[src/rtl/arm_pipe_pkg.sv]
// rtl/arm_pipe_pkg.sv - shared constants and event encoding for the ARM pipeline control
// Purpose: stage index constants, default counter width and the event priority
//          encoding used by arm_pipe_ctrl and its interface.
package arm_pipe_pkg;

  localparam int IF_S      = 0;
  localparam int ID_S      = 1;
  localparam int EXE_S     = 2;
  localparam int MEM_S     = 3;
  localparam int WB_S      = 4;

  localparam int DEF_CNT_W = 32;

  // Encoded winner of the per-cycle event arbitration (rst handled separately).
  typedef enum logic [1:0] {
    EV_NONE = 2'd0,
    EV_HAZ  = 2'd1,
    EV_BR   = 2'd2,
    EV_MEM  = 2'd3
  } pipe_ev_e;

endpackage

[src/rtl/arm_pipe_ctrl_if.sv]
// rtl/arm_pipe_ctrl_if.sv - event inputs, stage controls and counters of arm_pipe_ctrl
// Purpose: bundles the pipeline-control signals between the controller and the stage datapath.
// Ports (per modport):
//   master (controller): in  hazard, branch_taken, mem_busy
//                        out stage_en, stage_valid, pc_en, pc_sel_br,
//                            retired_cnt, stall_cnt, flush_cnt
//   slave  (datapath)  : mirror image of master
interface arm_pipe_ctrl_if
  import arm_pipe_pkg::*;
#(
  parameter int NUM_STAGES = 5,
  parameter int CNT_W      = DEF_CNT_W
);

  logic                  hazard;
  logic                  branch_taken;
  logic                  mem_busy;
  logic [NUM_STAGES-1:0] stage_en;
  logic [NUM_STAGES-1:0] stage_valid;
  logic                  pc_en;
  logic                  pc_sel_br;
  logic [CNT_W-1:0]      retired_cnt;
  logic [CNT_W-1:0]      stall_cnt;
  logic [CNT_W-1:0]      flush_cnt;

  modport master (
    input  hazard, branch_taken, mem_busy,
    output stage_en, stage_valid, pc_en, pc_sel_br,
           retired_cnt, stall_cnt, flush_cnt
  );

  modport slave (
    output hazard, branch_taken, mem_busy,
    input  stage_en, stage_valid, pc_en, pc_sel_br,
           retired_cnt, stall_cnt, flush_cnt
  );

endinterface

[src/rtl/arm_sat_counter.sv]
// rtl/arm_sat_counter.sv - width-parametrised saturating up-counter with synchronous clear
// Purpose: counts cycles where inc is high, sticking at all-ones instead of wrapping.
// Ports: clk in, clr in (synchronous clear, wins over inc), inc in, count out [W-1:0]
module arm_sat_counter #(
  parameter int W = 32
) (
  input  logic         clk,
  input  logic         clr,
  input  logic         inc,
  output logic [W-1:0] count
);

  localparam logic [W-1:0] ONE = W'(1);

  always_ff @(posedge clk) begin
    if (clr) begin
      count <= '0;
    end else if (inc && (count != '1)) begin
      count <= count + ONE;
    end
  end

endmodule

[src/rtl/arm_pipe_ctrl.sv]
// rtl/arm_pipe_ctrl.sv - pipeline enable/valid/flush control with stall and flush counters
// Purpose: arbitrates memory-busy, taken-branch and data-hazard events, drives per-stage
//          load enables and PC control combinationally, tracks per-stage valid bits and
//          keeps saturating retired/stall/flush counters.
// Ports: clk in, rst in (synchronous, active-high),
//        pif  arm_pipe_ctrl_if.master (events in; stage_en, stage_valid, pc_en,
//             pc_sel_br and counters out)
module arm_pipe_ctrl
  import arm_pipe_pkg::*;
#(
  parameter int NUM_STAGES = 5,
  parameter int HAZ_STAGE  = ID_S,
  parameter int BR_STAGE   = EXE_S,
  parameter int MEM_STAGE  = MEM_S,
  parameter int CNT_W      = DEF_CNT_W
) (
  input  logic                   clk,
  input  logic                   rst,
  arm_pipe_ctrl_if.master        pif
);

  // Stages frozen by each stall kind, and stages squashed by a taken branch (IF refetches).
  localparam logic [NUM_STAGES-1:0] MEM_FREEZE = NUM_STAGES'((1 << (MEM_STAGE + 1)) - 1);
  localparam logic [NUM_STAGES-1:0] HAZ_FREEZE = NUM_STAGES'((1 << (HAZ_STAGE + 1)) - 1);
  localparam logic [NUM_STAGES-1:0] BR_SQUASH  = NUM_STAGES'(((1 << (BR_STAGE + 1)) - 1) & ~1);
  localparam logic [NUM_STAGES-1:0] VALID_RST  = NUM_STAGES'(1);

  logic [NUM_STAGES-1:0] valid_q;
  logic [NUM_STAGES-1:0] valid_d;
  logic [NUM_STAGES-1:0] en;
  logic [NUM_STAGES-1:0] shifted;
  logic                  hz;
  logic                  br;
  logic                  mb;
  pipe_ev_e              ev;

  always_ff @(posedge clk) begin
    if (rst) begin
      valid_q <= VALID_RST;
    end else begin
      valid_q <= valid_d;
    end
  end

  always_comb begin
    hz      = pif.hazard       & valid_q[HAZ_STAGE];
    br      = pif.branch_taken & valid_q[BR_STAGE];
    mb      = pif.mem_busy     & valid_q[MEM_STAGE];

    ev      = EV_NONE;
    if (mb) begin
      ev = EV_MEM;
    end else if (br) begin
      ev = EV_BR;
    end else if (hz) begin
      ev = EV_HAZ;
    end

    en = '1;
    if (!rst) begin
      case (ev)
        EV_MEM:  en = ~MEM_FREEZE;
        EV_HAZ:  en = ~HAZ_FREEZE;
        default: en = '1;
      endcase
    end

    // A stage whose upstream neighbour is frozen receives a bubble rather than a copy.
    shifted = {valid_q[NUM_STAGES-2:0] & en[NUM_STAGES-2:0], 1'b1};
    valid_d = (en & shifted) | (~en & valid_q);
    if (ev == EV_BR) begin
      valid_d = valid_d & ~BR_SQUASH;
    end
  end

  assign pif.stage_en    = en;
  assign pif.pc_en       = en[0];
  assign pif.pc_sel_br   = !rst && (ev == EV_BR);
  assign pif.stage_valid = valid_q;

  arm_sat_counter #(.W(CNT_W)) u_retired_cnt (
    .clk   (clk),
    .clr   (rst),
    .inc   (valid_q[NUM_STAGES-1]),
    .count (pif.retired_cnt)
  );

  arm_sat_counter #(.W(CNT_W)) u_stall_cnt (
    .clk   (clk),
    .clr   (rst),
    .inc   ((ev == EV_MEM) || (ev == EV_HAZ)),
    .count (pif.stall_cnt)
  );

  arm_sat_counter #(.W(CNT_W)) u_flush_cnt (
    .clk   (clk),
    .clr   (rst),
    .inc   (ev == EV_BR),
    .count (pif.flush_cnt)
  );

endmodule

[src/flat_wrapper.sv]
// flat-port wrapper written by rule: the top's interface ports become plain ports
module arm_pipe_ctrl_flat import arm_pipe_pkg::*;
#(
  parameter int NUM_STAGES = 5,
  parameter int HAZ_STAGE  = ID_S,
  parameter int BR_STAGE   = EXE_S,
  parameter int MEM_STAGE  = MEM_S,
  parameter int CNT_W      = DEF_CNT_W
)
  (clk, rst, pif_hazard, pif_branch_taken, pif_mem_busy, pif_stage_en, pif_stage_valid, pif_pc_en, pif_pc_sel_br, pif_retired_cnt, pif_stall_cnt, pif_flush_cnt);
  arm_pipe_ctrl_if #(.NUM_STAGES(NUM_STAGES), .CNT_W(CNT_W)) pif_i ();
  input  logic clk;
  input  logic rst;
  input wire logic [$bits(pif_i.hazard)-1:0] pif_hazard;
  input wire logic [$bits(pif_i.branch_taken)-1:0] pif_branch_taken;
  input wire logic [$bits(pif_i.mem_busy)-1:0] pif_mem_busy;
  output wire logic [$bits(pif_i.stage_en)-1:0] pif_stage_en;
  output wire logic [$bits(pif_i.stage_valid)-1:0] pif_stage_valid;
  output wire logic [$bits(pif_i.pc_en)-1:0] pif_pc_en;
  output wire logic [$bits(pif_i.pc_sel_br)-1:0] pif_pc_sel_br;
  output wire logic [$bits(pif_i.retired_cnt)-1:0] pif_retired_cnt;
  output wire logic [$bits(pif_i.stall_cnt)-1:0] pif_stall_cnt;
  output wire logic [$bits(pif_i.flush_cnt)-1:0] pif_flush_cnt;
  assign pif_i.hazard = pif_hazard;
  assign pif_i.branch_taken = pif_branch_taken;
  assign pif_i.mem_busy = pif_mem_busy;
  assign pif_stage_en = pif_i.stage_en;
  assign pif_stage_valid = pif_i.stage_valid;
  assign pif_pc_en = pif_i.pc_en;
  assign pif_pc_sel_br = pif_i.pc_sel_br;
  assign pif_retired_cnt = pif_i.retired_cnt;
  assign pif_stall_cnt = pif_i.stall_cnt;
  assign pif_flush_cnt = pif_i.flush_cnt;
  arm_pipe_ctrl #(.NUM_STAGES(NUM_STAGES), .HAZ_STAGE(HAZ_STAGE), .BR_STAGE(BR_STAGE), .MEM_STAGE(MEM_STAGE), .CNT_W(CNT_W)) u_core (.clk(clk), .rst(rst), .pif(pif_i));
endmodule
[config.mk]
export PLATFORM = sky130hd
export DESIGN_NAME = arm_pipe_ctrl_flat
export DESIGN_NICKNAME = d
export VERILOG_FILES = /design/src/rtl/arm_pipe_pkg.sv /design/src/rtl/arm_pipe_ctrl_if.sv /design/src/rtl/arm_sat_counter.sv /design/src/rtl/arm_pipe_ctrl.sv /design/src/flat_wrapper.sv
export SDC_FILE = /design/constraint.sdc
export NUM_CORES = 1
export LEC_CHECK = 0
export BUFFER_PORTS_ARGS = -buffer_cell sky130_fd_sc_hd__buf_2
export CORE_AREA = 2 2 118 120
export DETAILED_ROUTE_END_ITERATION = 10
export DIE_AREA = 0 0 120 122
export PLACE_DENSITY_LB_ADDON = 0.05
export SYNTH_ARGS = -nofsm -noshare
export SYNTH_HDL_FRONTEND = slang
export SYNTH_SLANG_ARGS = --single-unit
export TNS_END_PERCENT = 5
[constraint.sdc]
create_clock -name clk -period 2.8 [get_ports clk]
set_input_delay 0.42 -clock clk [delete_from_list [all_inputs] [get_ports clk]]
set_output_delay 0.42 -clock clk [all_outputs]
set_load 0.02 [all_outputs]
==> results.toml <==
[timing]
setup_slack_ns = 0.2622
timing.slew.headroom_pct = 25.94
hold_ws_ns = 0.2715
fin_skew_ns = 0.009391
tightest_slew_ns = 1.097
post-route-period-util_pct = 90.64
hold_violations = 0
rsz0062_at_grt = "false"
fmax_mhz = 394.0
setup_viol = 0
tns_ns = 0
slew_violations = 0
post-route-min-period_ns = 2.538

[power]
power_density_nw_per_um2 = 454.1
power_frac_comb_pct = 3.1
internal_power_mw = 2.242
p_sw_mw = 0.5963
seq_power_share_pct = 51.1
swShare_pct = 21.01
p_leak_nw = 2.227
ir_drop_mv = 0.2612
clkPwrFrac_pct = 45.9

[place]
gp_congestion = 0.8396
dp_cells = 907
portBuffers = 111
hpwl_um = 10680
pre_cts_ws_ns = 0.2617

[yosys]
avgSynthCellArea_sq_um = 8.232
synthCells = 632
yosys-top-cells-area = "dfxtp_1 39%, a21oi_1 6.5%, or4_1 4.5%"
postSynth.asyncResetShare_pct = 0
syn_area_sq_um = 5202
ys_seq_area_share_pct = 38.86
synth_nets = 640
ys_ff_latch = 101
synth_top_area_share_pct = 38.86
synth-warning-count = 0
ys_types = 65
synth_area_leader_cell = "dfxtp_1"
dominantRegCellSynth = "dfxtp_1"
synth-edff-count = 0
synth_commonest_cells = "101 x dfxtp_1, 68 x a21oi_1, 46 x nand2_1"
synth_most_common_cell = "dfxtp_1"

[cells_and_area]
area.growth.synth_to_final_pct = 20.13
drive_gt1_share_pct = 22.67
nets = 746
regArea_sq_um = 2022
multi_input_area_sq_um = 2979
final_cells = 922
fill_cells = 1410

[worst_setup_path]
r2r_start = "u_core.u_flush_cnt.count[18]"
cp-end-kind = "register"
rrSetupSlack_ns = 0.26
r2r-end = "u_core.u_flush_cnt.count[27]"
ff2ff_path_depth = 5
startpoint = "u_core.u_flush_cnt.count[18]"
critPathLaunchType = "register"
path_class = "reg -> reg"
cp_max_fo = 33
cp-endpoint = "u_core.u_flush_cnt.count[27]"
worstPathArrival_ns = 2.77
required_ns = 3.03

[global_routing]
grt_pass1_vias = 4726
grtUsageMet1_pct = 27.66
grt_usage_pct = 20.08
grt_use_met3_pct = 4.401
grt_start_max_net_pins = 44
met2_usage_pct = 31.32
antenna_found_initial = 1
grt.overflow.total = 0
grt_pass1_wl_um = 23830
busiest_layer = "met2"

[clock_network]
post_cts_resized = 0
clk_path_buf_depth = 2
h-tree-depth = 3
cts_root_buf = "clkbuf_16"
holdBufCountCts = 0
cts_buffers = 9
cts_sinks = 101
cts.reportedPaths.clkPinSlew_ns = 0.07
clock_latency_ns = 0.34
cts_tree = "yes"
post_cts_buffers = 0

[floorplanning]
die_area_sq_um = 14640
coreArea_sq_um = 13500
initial_core_util_pct = 38.52
ioPinCount = 113
die_w_um = 120
die_y_um = 122
rows = 43

[routing]
postRouteWirelength_um = 14670
first_pass_iters = 5
num_vias = 5268
drc = 0
wl_per_cell_um = 15.92
drt_iter0_drc = 330
ant_nets = 0
viasPerCell = 5.714

[flow_run]
timing.max_cap.violations = 0

[run_status]
outcome = "finished, final reports clean"

[min_path]
hp-class = "in -> reg"
layout make-up:
class                      instances  share of cell area (%)
tap                              180                   3.604
clock inverter                     2                  0.9610
clock buffer                      12                   3.784
sequential                       101                   32.35
timing repair buffer             126                   10.93
inverter                          11                  0.6607
multi-input combinational        489                   47.67
antenna                            1                 0.04004
worst max-delay path, cell delays in order (launching register included):
cell and delay [ns]:
dfxtp_1 0.45, nand4_1 0.19, nor4_1 0.51, and4bb_2 0.71
nand3b_1 0.23, mux2_2 0.34
layout by cell type (no fill, tap or decap), drive strengths merged, types with 2 or more instances in the layout:
master | synthesis | routed
bufinv | 0 | 2
nor3b | 2 | 2
nor2b | 9 | 9
nor3 | 19 | 19
ha | 3 | 3
o211ai | 2 | 2
nor4 | 13 | 13
or4b | 2 | 2
mux2 | 11 | 11
and4 | 12 | 12
nand3b | 2 | 2
nand2 | 46 | 46
inv | 11 | 11
a31oi | 3 | 3
clkbuf | 20 | 12
xor2 | 6 | 6
or3 | 39 | 39
and2 | 3 | 3
and3 | 10 | 10
nor2 | 44 | 44
or4 | 32 | 32
o41ai | 2 | 2
nand3 | 32 | 32
buf | 10 | 126
o31ai | 31 | 31
nand4 | 31 | 31
mux2i | 2 | 2
xnor2 | 4 | 4
a211oi | 3 | 3
dfxtp | 101 | 101
nand4b | 2 | 2
o21ai | 40 | 40
a21oi | 68 | 68
logic make-up after synthesis:
| group | synth area share (%) |
|---|---|
| compound gates | 18.25 |
| other cells | 0.07208 |
| mux | 2.766 |
| flops | 38.86 |
| simple gates | 33.77 |
| buf+inv | 3.872 |
| fa+ha+maj | 0.7216 |
| xor+xnor | 1.683 |
power by group through the flow:
stage	Combinational, mW	Sequential [mW]	Clock (mW)
after detailed placement	0.0879	1.48	0
final	0.0869	1.45	1.30
after CTS	0.0881	1.45	1.33
after global placement	0.0872	1.48	0
after floorplan	0.0549	1.49	0
after global routing	0.0965	1.45	1.40
registers in the layout (all words and copies together) (netlist names), named ones only:
name	cells
u_core.u_flush_cnt.count	32
u_core.u_retired_cnt.count	32
u_core.u_stall_cnt.count	32
u_core.pif.stage_valid	2
routing by layer:
metal	up-vias	share of wire [%]
met5	-	0
met4	0	1.2
met3	15	5.5
met2	132	46
met1	2481	47
li1	2640	-
stage by stage:
| step | area [sq um] | util [%] | power [mW] |
|---|---|---|---|
| 2_1_floorplan | 5202 | - | 1.542 |
| 3_3_place_gp | 5951 | 44.07 | 1.569 |
| 4_1_cts | 6247 | 46.26 | 2.866 |
| 6_report | 6250 | 46.28 | 2.838 |
| 3_5_place_dp | 5951 | 44.07 | 1.570 |
| 5_1_grt | 6247 | 46.26 | 2.941 |
how the worst min path moves through the flow:
stage                                    from                         to  cells past startpoint
floorplan                        pif_mem_busy  u_core.pif.stage_valid[4]                      1
global placement    u_core.pif.stage_valid[0]  u_core.pif.stage_valid[0]                      1
detailed placement  u_core.pif.stage_valid[0]  u_core.pif.stage_valid[0]                      1
CTS                              pif_mem_busy  u_core.pif.stage_valid[4]                      2
global route                     pif_mem_busy  u_core.pif.stage_valid[4]                      2
finish                           pif_mem_busy  u_core.pif.stage_valid[4]                      2
(Power assumes the default switching activity.)
